--- src/rtl/mc_control_pkg.sv ---
// rtl/mc_control_pkg.sv - shared encodings for the multi-cycle MIPS control FSM
package mc_control_pkg;

  typedef enum logic [3:0] {
    IDLE     = 4'd0,
    FETCH    = 4'd1,
    DECODE   = 4'd2,
    EXEC_R   = 4'd3,
    WB_R     = 4'd4,
    EXEC_I   = 4'd5,
    WB_I     = 4'd6,
    MEM_ADDR = 4'd7,
    MEM_RD   = 4'd8,
    WB_MEM   = 4'd9,
    MEM_WR   = 4'd10,
    BRANCH   = 4'd11,
    JUMP     = 4'd12,
    JAL      = 4'd13,
    JR       = 4'd14
  } state_t;

  // Instruction classes produced by the decoder; the FSM dispatches on these.
  typedef enum logic [3:0] {
    CLS_R       = 4'd0,
    CLS_JR      = 4'd1,
    CLS_LOAD    = 4'd2,
    CLS_STORE   = 4'd3,
    CLS_BRANCH  = 4'd4,
    CLS_JUMP    = 4'd5,
    CLS_JAL     = 4'd6,
    CLS_IMM     = 4'd7,
    CLS_ILLEGAL = 4'd8
  } instr_class_t;

  localparam logic [5:0] OP_RTYPE  = 6'b000000;
  localparam logic [5:0] OP_REGIMM = 6'b000001;
  localparam logic [5:0] OP_J      = 6'b000010;
  localparam logic [5:0] OP_JAL    = 6'b000011;
  localparam logic [5:0] OP_BEQ    = 6'b000100;
  localparam logic [5:0] OP_BNE    = 6'b000101;
  localparam logic [5:0] OP_BLEZ   = 6'b000110;
  localparam logic [5:0] OP_BGTZ   = 6'b000111;
  localparam logic [5:0] OP_ADDI   = 6'b001000;
  localparam logic [5:0] OP_ADDIU  = 6'b001001;
  localparam logic [5:0] OP_SLTI   = 6'b001010;
  localparam logic [5:0] OP_ANDI   = 6'b001100;
  localparam logic [5:0] OP_ORI    = 6'b001101;
  localparam logic [5:0] OP_LW     = 6'b100011;
  localparam logic [5:0] OP_SW     = 6'b101011;

  localparam logic [5:0] FN_JR     = 6'b001000;
  localparam logic [4:0] RT_BLTZ   = 5'd0;
  localparam logic [4:0] RT_BGEZ   = 5'd1;

  localparam logic [3:0] ALU_AND   = 4'd0;
  localparam logic [3:0] ALU_OR    = 4'd1;
  localparam logic [3:0] ALU_ADD   = 4'd2;
  localparam logic [3:0] ALU_SUB   = 4'd6;
  localparam logic [3:0] ALU_SLT   = 4'd7;
  localparam logic [3:0] ALU_FUNCT = 4'd15;

  localparam logic [3:0] B_NONE    = 4'd0;
  localparam logic [3:0] B_EQ      = 4'd1;
  localparam logic [3:0] B_NE      = 4'd2;
  localparam logic [3:0] B_GTZ     = 4'd3;
  localparam logic [3:0] B_LEZ     = 4'd4;
  localparam logic [3:0] B_GEZ     = 4'd5;
  localparam logic [3:0] B_LTZ     = 4'd6;

endpackage

--- src/rtl/mc_control_decode.sv ---
// rtl/mc_control_decode.sv - opcode decoder: instruction class, branch condition, immediate ALU op
module mc_decode
  import mc_control_pkg::*;
(
  input  logic [31:0]  instr,
  output instr_class_t cls,
  output logic [3:0]   branch_op,
  output logic [3:0]   imm_alu_op
);

  logic [5:0] op;
  logic [4:0] rt;
  logic [5:0] funct;
  logic       unused_bits;

  assign op          = instr[31:26];
  assign rt          = instr[20:16];
  assign funct       = instr[5:0];
  assign unused_bits = ^{instr[25:21], instr[15:6]};

  // Classify the opcode; anything not listed falls through as illegal.
  always_comb begin
    cls        = CLS_ILLEGAL;
    branch_op  = B_NONE;
    imm_alu_op = ALU_ADD;
    case (op)
      OP_RTYPE:  cls = (funct == FN_JR) ? CLS_JR : CLS_R;
      OP_LW:     cls = CLS_LOAD;
      OP_SW:     cls = CLS_STORE;
      OP_BEQ:    begin cls = CLS_BRANCH; branch_op = B_EQ;  end
      OP_BNE:    begin cls = CLS_BRANCH; branch_op = B_NE;  end
      OP_BLEZ:   begin cls = CLS_BRANCH; branch_op = B_LEZ; end
      OP_BGTZ:   begin cls = CLS_BRANCH; branch_op = B_GTZ; end
      OP_REGIMM: begin
        if (rt == RT_BLTZ) begin
          cls       = CLS_BRANCH;
          branch_op = B_LTZ;
        end else if (rt == RT_BGEZ) begin
          cls       = CLS_BRANCH;
          branch_op = B_GEZ;
        end
      end
      OP_J:      cls = CLS_JUMP;
      OP_JAL:    cls = CLS_JAL;
      OP_ADDI,
      OP_ADDIU:  begin cls = CLS_IMM; imm_alu_op = ALU_ADD; end
      OP_ANDI:   begin cls = CLS_IMM; imm_alu_op = ALU_AND; end
      OP_ORI:    begin cls = CLS_IMM; imm_alu_op = ALU_OR;  end
      OP_SLTI:   begin cls = CLS_IMM; imm_alu_op = ALU_SLT; end
      default:   cls = CLS_ILLEGAL;
    endcase
  end

endmodule

--- src/rtl/mc_control.sv ---
// rtl/mc_control.sv - multi-cycle MIPS main control state machine
module mc_control
  import mc_control_pkg::*;
#(
  parameter int WAIT_MAX = 15
) (
  input  logic        clk,
  input  logic        reset,
  input  logic [31:0] instr,
  input  logic        mem_ready,
  output logic        mem_req,
  output logic        mem_we,
  output logic        iord,
  output logic        ir_write,
  output logic        pc_write,
  output logic        branch,
  output logic [3:0]  branch_op,
  output logic [1:0]  pc_src,
  output logic        reg_write,
  output logic [1:0]  reg_dst,
  output logic [1:0]  mem_to_reg,
  output logic        alu_src_a,
  output logic [1:0]  alu_src_b,
  output logic [3:0]  alu_op,
  output logic        illegal,
  output logic        mem_timeout,
  output logic [3:0]  state_dbg
);

  localparam int            CW      = $clog2(WAIT_MAX + 1);
  localparam logic [CW-1:0] CNT_MAX = CW'(WAIT_MAX);
  localparam logic [CW-1:0] CNT_PRE = CW'(WAIT_MAX - 1);

  state_t       state, next_state;
  instr_class_t cls;
  logic [3:0]   dec_branch_op;
  logic [3:0]   imm_alu_op;
  logic [CW-1:0] wait_cnt;
  logic         access;

  mc_decode u_decode (
    .instr      (instr),
    .cls        (cls),
    .branch_op  (dec_branch_op),
    .imm_alu_op (imm_alu_op)
  );

  assign access    = (state == FETCH) || (state == MEM_RD) || (state == MEM_WR);
  assign state_dbg = state;

  // State register; reset parks the machine in IDLE, which drops every output at once.
  always_ff @(posedge clk or posedge reset) begin
    if (reset) state <= IDLE;
    else       state <= next_state;
  end

  // Memory wait counter and one-shot timeout flag; every access leaves on mem_ready, so that clears it.
  always_ff @(posedge clk or posedge reset) begin
    if (reset) begin
      wait_cnt    <= '0;
      mem_timeout <= 1'b0;
    end else begin
      mem_timeout <= access && !mem_ready && (wait_cnt == CNT_PRE);
      if (!access || mem_ready) wait_cnt <= '0;
      else if (wait_cnt != CNT_MAX) wait_cnt <= wait_cnt + 1'b1;
    end
  end

  // Next-state and Moore outputs; only FETCH's ir_write/pc_write look at mem_ready.
  always_comb begin
    next_state = state;
    mem_req    = 1'b0;
    mem_we     = 1'b0;
    iord       = 1'b0;
    ir_write   = 1'b0;
    pc_write   = 1'b0;
    branch     = 1'b0;
    branch_op  = B_NONE;
    pc_src     = 2'd0;
    reg_write  = 1'b0;
    reg_dst    = 2'd0;
    mem_to_reg = 2'd0;
    alu_src_a  = 1'b0;
    alu_src_b  = 2'd0;
    alu_op     = 4'd0;
    illegal    = 1'b0;
    case (state)
      IDLE: next_state = FETCH;
      FETCH: begin
        mem_req   = 1'b1;
        alu_src_b = 2'd1;
        alu_op    = ALU_ADD;
        ir_write  = mem_ready;
        pc_write  = mem_ready;
        if (mem_ready) next_state = DECODE;
      end
      DECODE: begin
        alu_src_b = 2'd3;
        alu_op    = ALU_ADD;
        case (cls)
          CLS_R:                next_state = EXEC_R;
          CLS_JR:               next_state = JR;
          CLS_LOAD, CLS_STORE:  next_state = MEM_ADDR;
          CLS_BRANCH:           next_state = BRANCH;
          CLS_JUMP:             next_state = JUMP;
          CLS_JAL:              next_state = JAL;
          CLS_IMM:              next_state = EXEC_I;
          default: begin
            illegal    = 1'b1;
            next_state = FETCH;
          end
        endcase
      end
      EXEC_R: begin
        alu_src_a  = 1'b1;
        alu_op     = ALU_FUNCT;
        next_state = WB_R;
      end
      WB_R: begin
        reg_write  = 1'b1;
        reg_dst    = 2'd1;
        next_state = FETCH;
      end
      EXEC_I: begin
        alu_src_a  = 1'b1;
        alu_src_b  = 2'd2;
        alu_op     = imm_alu_op;
        next_state = WB_I;
      end
      WB_I: begin
        reg_write  = 1'b1;
        next_state = FETCH;
      end
      MEM_ADDR: begin
        alu_src_a  = 1'b1;
        alu_src_b  = 2'd2;
        alu_op     = ALU_ADD;
        next_state = (cls == CLS_STORE) ? MEM_WR : MEM_RD;
      end
      MEM_RD: begin
        mem_req = 1'b1;
        iord    = 1'b1;
        if (mem_ready) next_state = WB_MEM;
      end
      WB_MEM: begin
        reg_write  = 1'b1;
        mem_to_reg = 2'd1;
        next_state = FETCH;
      end
      MEM_WR: begin
        mem_req = 1'b1;
        mem_we  = 1'b1;
        iord    = 1'b1;
        if (mem_ready) next_state = FETCH;
      end
      BRANCH: begin
        branch     = 1'b1;
        branch_op  = dec_branch_op;
        alu_src_a  = 1'b1;
        alu_op     = ALU_SUB;
        pc_src     = 2'd1;
        next_state = FETCH;
      end
      JUMP: begin
        pc_write   = 1'b1;
        pc_src     = 2'd2;
        next_state = FETCH;
      end
      JAL: begin
        pc_write   = 1'b1;
        pc_src     = 2'd2;
        reg_write  = 1'b1;
        reg_dst    = 2'd2;
        mem_to_reg = 2'd2;
        next_state = FETCH;
      end
      JR: begin
        pc_write   = 1'b1;
        pc_src     = 2'd3;
        next_state = FETCH;
      end
      default: next_state = IDLE;
    endcase
  end

endmodule

--- config.mk ---
export PLATFORM = sky130hd
export DESIGN_NAME = mc_control
export DESIGN_NICKNAME = d
export VERILOG_FILES = /design/src/rtl/mc_control_pkg.sv /design/src/rtl/mc_control_decode.sv /design/src/rtl/mc_control.sv
export SDC_FILE = /design/constraint.sdc
export NUM_CORES = 1
export LEC_CHECK = 0
export BUFFER_PORTS_ARGS = -buffer_cell sky130_fd_sc_hd__buf_4
export CAP_MARGIN = 20
export CELL_PAD_IN_SITES_DETAIL_PLACEMENT = 2
export CELL_PAD_IN_SITES_GLOBAL_PLACEMENT = 2
export CORE_MARGIN = 2
export CORE_UTILIZATION = 21
export CTS_CLUSTER_DIAMETER = 120
export DETAILED_ROUTE_END_ITERATION = 16
export GPL_TIMING_DRIVEN = 1
export PLACE_DENSITY = 0.92
export SYNTH_ARGS = -nofsm -noshare
export SYNTH_HDL_FRONTEND = slang
export SYNTH_SLANG_ARGS = --single-unit
export TNS_END_PERCENT = 20
--- constraint.sdc ---
create_clock -name clk -period 2.5 [get_ports clk]
set_input_delay 0.5 -clock clk [delete_from_list [all_inputs] [get_ports clk]]
set_output_delay 0.5 -clock clk [all_outputs]
set_load 0.03 [all_outputs]
==> run_results.csv, run 1 <==
group,metric,value,unit
pwr,total_power,0.00150,W
clock_tree,cts_tree,"done",
floorplan,die_y,74.7,µm
detailed_routing,wl_per_cell,14.9,µm
setup_path,end_kind,"output port",
detailed_routing,first_iter_violations,63,
layout,antenna_cells,0,
floorplan,die-width,74.7,µm
sta,fin_hold_ws,230,ps
placement,gp_congestion,0.803,
sta,setup_tns,0,ps
setup_path,cpMostUsedCell,"buf_4",
grt,grt_pass1_wl,7040,µm
floorplan,top_level_ports,65,
setup_path,crit_path_start_kind,"input port",
layout,syn_to_final_growth,48.9,%
grt,grt_pass1_vias,1391,
sta,fin_skew,4.47,ps
detailed_routing,first_pass_iters,4,
setup_path,r2r_start,"state_dbg[3]$_DFFE_PP0P_",
placement,io_buffers,48,
setup_path,path_max_fanout,3,
yosys,synth_cells,157,
sta,finalHoldViolations,0,
yosys,synth_area_leaders,"dfrtp_1 21%, nor2_1 8.9%, a21oi_1 7.6%",
clock_tree,cts_setup_buffers,0,
layout,layout.nets,244,
clock_tree,clockBufferDepth,2,
floorplan,dieArea,5580,µm²
setup_path,crit_start,"instr[31]",
detailed_routing,post-route-drc-count,0,
sta,period_minus_slack,2400,ps
sta,post-route-period-util,96.0,%
yosys,synth_top_area_share,21.5,%
clock_tree,root_buffer,"clkbuf_8",
yosys,synth.lib_cells_used.distinct,42,
setup_path,path_cells,"buf_4, or2_2, or4_1, nor3b_2, buf_4",
grt,globalRoute.totalOverflow,0,
status,status,"complete, no violations",
detailed_routing,ant_nets,0,
pwr,p_per_area,957,nW/µm²
yosys,ys_seq_area_share,21.5,%
floorplan,rows,25,
floorplan,fp.coreArea,4790,µm²
setup_path,cp_data_arrival_time,1900,ps
detailed_routing,via_count,1345,
yosys,syn_area_per_cell,6.69,µm²
pwr,ir_worst_vdd,0.316,mV
layout,final_layout_size_suffix_gt1_share,34.0,%
grt,grt_max_degree,19,
clock_tree,cts_resized,0,
setup_path,crit_type,"in -> out",
layout,design_area,1560,µm²
placement,place_hpwl,3180,µm
flow_run,cap_violations,0,
yosys,synthesis.nets,194,
yosys,synth_largest_area_cell,"dfrtp_1",
clock_tree,cts-hold-fix-buffers,0,
sta,maxSlewViolCount,0,
detailed_routing,viasPerCell,4.93,
min_path,holdCritPathClass,"in -> async",
yosys,synth_seq_cells,9,
placement,dpl-instance-area,1510,µm²
sta,rsz0062_at_grt,"false",
grt,grt_antenna_before_repair,0,
setup_path,slowest_delay,600,ps
grt,grt_usage,16.1,%
clock_tree,numCtsBuffers,3,
setup_path,slowest_stage,"or4_1",
floorplan,start_util,21.9,%
clock_tree,clk_latency,240,ps
setup_path,required,2000,ps
pwr,p_leak,0.711,nW
sta,setup_violations,0,
sta,fmax,417,MHz
detailed_routing,routed_wl,4060,µm
clock_tree,clock_sinks,9,
yosys,yosys_warnings,0,
clock_tree,path_clk_slew,50,ps
clock_tree,htreeDepth,1,
yosys,syn_area,1050,µm²
## state kept, by name, indices dropped and copies added (netlist names)
register / count
mem_timeout: 1
state_dbg: 4
wait_cnt: 4
## worst max-delay path: cells and delay by family
kind / cells / cell delay [ps]
buffers and inverters: 2 / 290
and+or+nand+nor: 3 / 1110
## where the power goes
group          leakage, nW  internal, W  total [W]  switching (W)
sequential           0.120     0.000182   0.000212      0.0000303
clock               0.0255     0.000109   0.000172      0.0000632
combinational        0.565     0.000396    0.00111       0.000716
## layer usage
metal / GRT usage, % / share of wire, %
met1: 21.6 / 46
met2: 27.8 / 49
met3: 2.28 / 4.5
met4: 2.78 / 0.47
met5: 0 / 0
## stage by stage
step	cells	utilization [%]	setup slack, ps
finish	273	32.7	99.6
global route	273	32.7	39.0
CTS	273	32.5	40.4
detailed placement	269	31.6	42.8
global placement	269	31.6	80.8
floorplan	157	-	-110
## final timing paths
kind	slack, ps	to	depth (start not counted)
worst min-delay path	230	wait_cnt[3]$_DFFE_PP0P_	2
worst max register to register	560	state_dbg[1]$_DFFE_PP0P_	6
worst min register to register	600	mem_timeout$_DFF_PP0_	2
min in group clk	600	mem_timeout$_DFF_PP0_	2
worst max-delay path	100	branch_op[1]	5
max in group asynchronous	2010	mem_timeout$_DFF_PP0_	2
## kinds of logic after synthesis
group                    share of synthesized area, %
AO/OA/AOI/OAI                                    22.2
XOR/XNOR                                         2.50
flip-flops                                       21.5
adder cells (fa/ha/maj)                          2.38
other                                           0.357
AND/OR/NAND/NOR                                  43.5
buffers and inverters                            7.63
## area by class of cell
| cell class | instances | area (µm²) |
|---|---|---|
| inverters | 6 | 22.5 |
| clock buffers | 3 | 41.3 |
| clock inverters | 1 | 5.00 |
| multi-input cells | 130 | 757 |
| fillers | 608 | 3220 |
| repair buffers | 57 | 428 |
| well taps | 67 | 83.8 |
| flip-flops and latches | 9 | 225 |
## cells in the mapped netlist (all sizes together)
cell	count
and2b	1
and3	3
nor4b	2
conb	1
buf	6
o32ai	1
o22ai	4
a21oi	17
a2111o	1
a211oi	1
o41ai	1
nor3b	3
o221a	1
or3	1
a2111oi	1
nand2b	5
nor2	25
and2	1
clkbuf	6
nand2	17
ha	2
xnor2	3
or4	3
a2bb2oi	1
o21ai	7
inv	6
nand4	2
nor2b	2
and4b	2
or2	2
nor4	3
nand3	5
nor3	9
dfrtp	9
a31oi	3
## cell usage in the layout, fill, tap and decap left out, types with 2 or more instances in the layout
master    instances
nor2_1           25
dfrtp_1           9
nand4_1           2
a31oi_1           3
a21oi_1          16
or4_4             2
or2_2             2
buf_4            57
nand3_1           5
and3_1            3
nor2b_1           2
inv_1             6
nand2_1          17
nor3_1            9
ha_1              2
nand2b_1          5
o21ai_0           7
o22ai_1           4
clkbuf_8          3
and4b_1           2
nor3b_1           2
xnor2_1           3
nor4_1            2
No activity file was read; power rests on OpenSTA's default activity.
==> run 2: changes to the inputs <==
--- a/config.mk
+++ b/config.mk
@@ -15,6 +15,7 @@
 export DETAILED_ROUTE_END_ITERATION = 16
 export GPL_TIMING_DRIVEN = 1
 export PLACE_DENSITY = 0.92
+export SETUP_SLACK_MARGIN = 0.4
 export SYNTH_ARGS = -nofsm -noshare
 export SYNTH_HDL_FRONTEND = slang
 export SYNTH_SLANG_ARGS = --single-unit
==> run_results.csv, run 2 (same netlist as run 1, synthesis figures left out) <==
group,metric,value,unit
pwr,p_per_area,950,nW/µm²
grt,grt_antenna_before_repair,0,
status,status,"complete, no violations",
detailed_routing,routed_wl,4590,µm
placement,place_hpwl,3230,µm
detailed_routing,via_count,1373,
pwr,p_leak,0.755,nW
setup_path,r2r_start,"state_dbg[0]$_DFFE_PP0P_",
detailed_routing,post-route-drc-count,0,
setup_path,rr_endpoint,"state_dbg[1]$_DFFE_PP0P_",
sta,fmax,445,MHz
layout,antenna_cells,0,
sta,setup_tns,0,ps
min_path,holdCritPathClass,"in -> async",
setup_path,end_kind,"output port",
layout,fillCellCount,574,
clock_tree,htreeDepth,1,
grt,grt_max_degree,19,
floorplan,die_y,74.7,µm
sta,slew_headroom,65.5,%
setup_path,crit_start,"instr[30]",
layout,mostFrequentLayoutCell,"buf_4",
layout,layout.nets,248,
sta,finalHoldViolations,0,
placement,dp_cells,264,
floorplan,die-width,74.7,µm
setup_path,crit_end,"branch_op[1]",
clock_tree,cts_tree,"done",
setup_path,path_max_fanout,4,
grt,grt_pass1_vias,1379,
setup_path,r2r_slack,440,ps
clock_tree,path_clk_slew,50,ps
layout,finalNonFillerCells,277,
setup_path,r2r_cells,6,
setup_path,crit_path_start_kind,"input port",
sta,setup_violations,0,
floorplan,dieArea,5580,µm²
detailed_routing,first_iter_violations,38,
layout,mostFrequentLayoutCells,"56 x buf_4, 21 x nor2_1, 15 x nand2_1, 15 x a21oi_1",
floorplan,top_level_ports,65,
setup_path,required,2000,ps
placement,gp_congestion,0.783,
grt,grt_usage,16.0,%
layout,syn_to_final_growth,61.3,%
sta,tightestPinTransition,504,ps
detailed_routing,ant_nets,0,
setup_path,crit_type,"in -> out",
layout,final_layout_size_suffix_gt1_share,42.4,%
clock_tree,root_buffer,"clkbuf_8",
detailed_routing,viasPerCell,4.96,
floorplan,start_util,21.9,%
detailed_routing,first_pass_iters,4,
sta,fin_skew,3.70,ps
pwr,ir_worst_vdd,0.641,mV
grt,grt_pass1_wl,6920,µm
sta,post-route-period-util,89.9,%
sta,maxSlewViolCount,0,
setup_path,cp_data_arrival_time,1750,ps
placement,io_buffers,48,
floorplan,fp.coreArea,4790,µm²
detailed_routing,wl_per_cell,16.6,µm
sta,period_minus_slack,2250,ps
clock_tree,clk_latency,240,ps
clock_tree,clock_sinks,9,
clock_tree,clockBufferDepth,2,
floorplan,rows,25,
flow_run,cap_violations,0,
grt,globalRoute.totalOverflow,0,
clock_tree,numCtsBuffers,3,
sta,rsz0062_at_grt,"true",
==> run 2: power breakdown <==
group          switching [W]  leakage [nW]  total [W]  internal, W
Combinational       0.000721         0.616    0.00118     0.000456
Sequential         0.0000680         0.116   0.000254     0.000186
Clock              0.0000654        0.0228   0.000177     0.000112
Total               0.000855         0.755    0.00161     0.000753
==> run 2: cell type report <==
type	instances	area, µm²	area share, %
clock buffer	4	45.0	2.66
multi-input combinational	130	832	49.2
tap	67	83.8	4.95
sequential	9	229	13.5
inverter	6	22.5	1.33
timing repair buffer	61	480	28.4
==> run 2: timing repair <==
action,4_1_cts,5_1_grt
hold buffers,0,0
cloned,0,0
buffers inserted,5,4
gates resized for setup,9,3
setup endpoints to repair,9,13
pin swaps,6,2
==> run 2: stage by stage <==
| stage | instance area, µm² | setup slack [ps] | power, W | hold WS (ps) | util (%) |
|---|---|---|---|---|---|
| finish | 1690 | 253 | 0.00161 | 226 | 35.4 |
| global placement | 1540 | 170 | 0.00132 | 488 | 32.1 |
| floorplan | 1130 | 215 | 0.000978 | 328 | - |
| CTS | 1660 | 204 | 0.00156 | 232 | 34.6 |
| detailed placement | 1540 | 157 | 0.00134 | 499 | 32.1 |
| global route | 1690 | 185 | 0.00172 | 257 | 35.4 |
==> run 2: per-layer routing <==
metal	up-vias	track usage, %	share of wire [%]
met1	681	20.8	44
li1	664	-	-
met5	-	0	0
met3	3	1.74	2.6
met4	0	4.56	0.81
met2	25	27.8	53
==> run 2: worst min-delay path by stage <==
stage	start	endpoint	slack, ps	cells after the start
final	reset	mem_timeout$_DFF_PP0_	230	2
after global placement	reset	mem_timeout$_DFF_PP0_	490	2
after CTS	reset	mem_timeout$_DFF_PP0_	230	2
after floorplan	reset	mem_timeout$_DFF_PP0_	330	1
after global routing	reset	mem_timeout$_DFF_PP0_	260	2
after detailed placement	reset	mem_timeout$_DFF_PP0_	500	2
==> run 2: critical path, stage by stage <==
cell	delay (ps)
buf_8	100
or2_4	250
or4_4	530
nor3b_4	200
buf_6	150
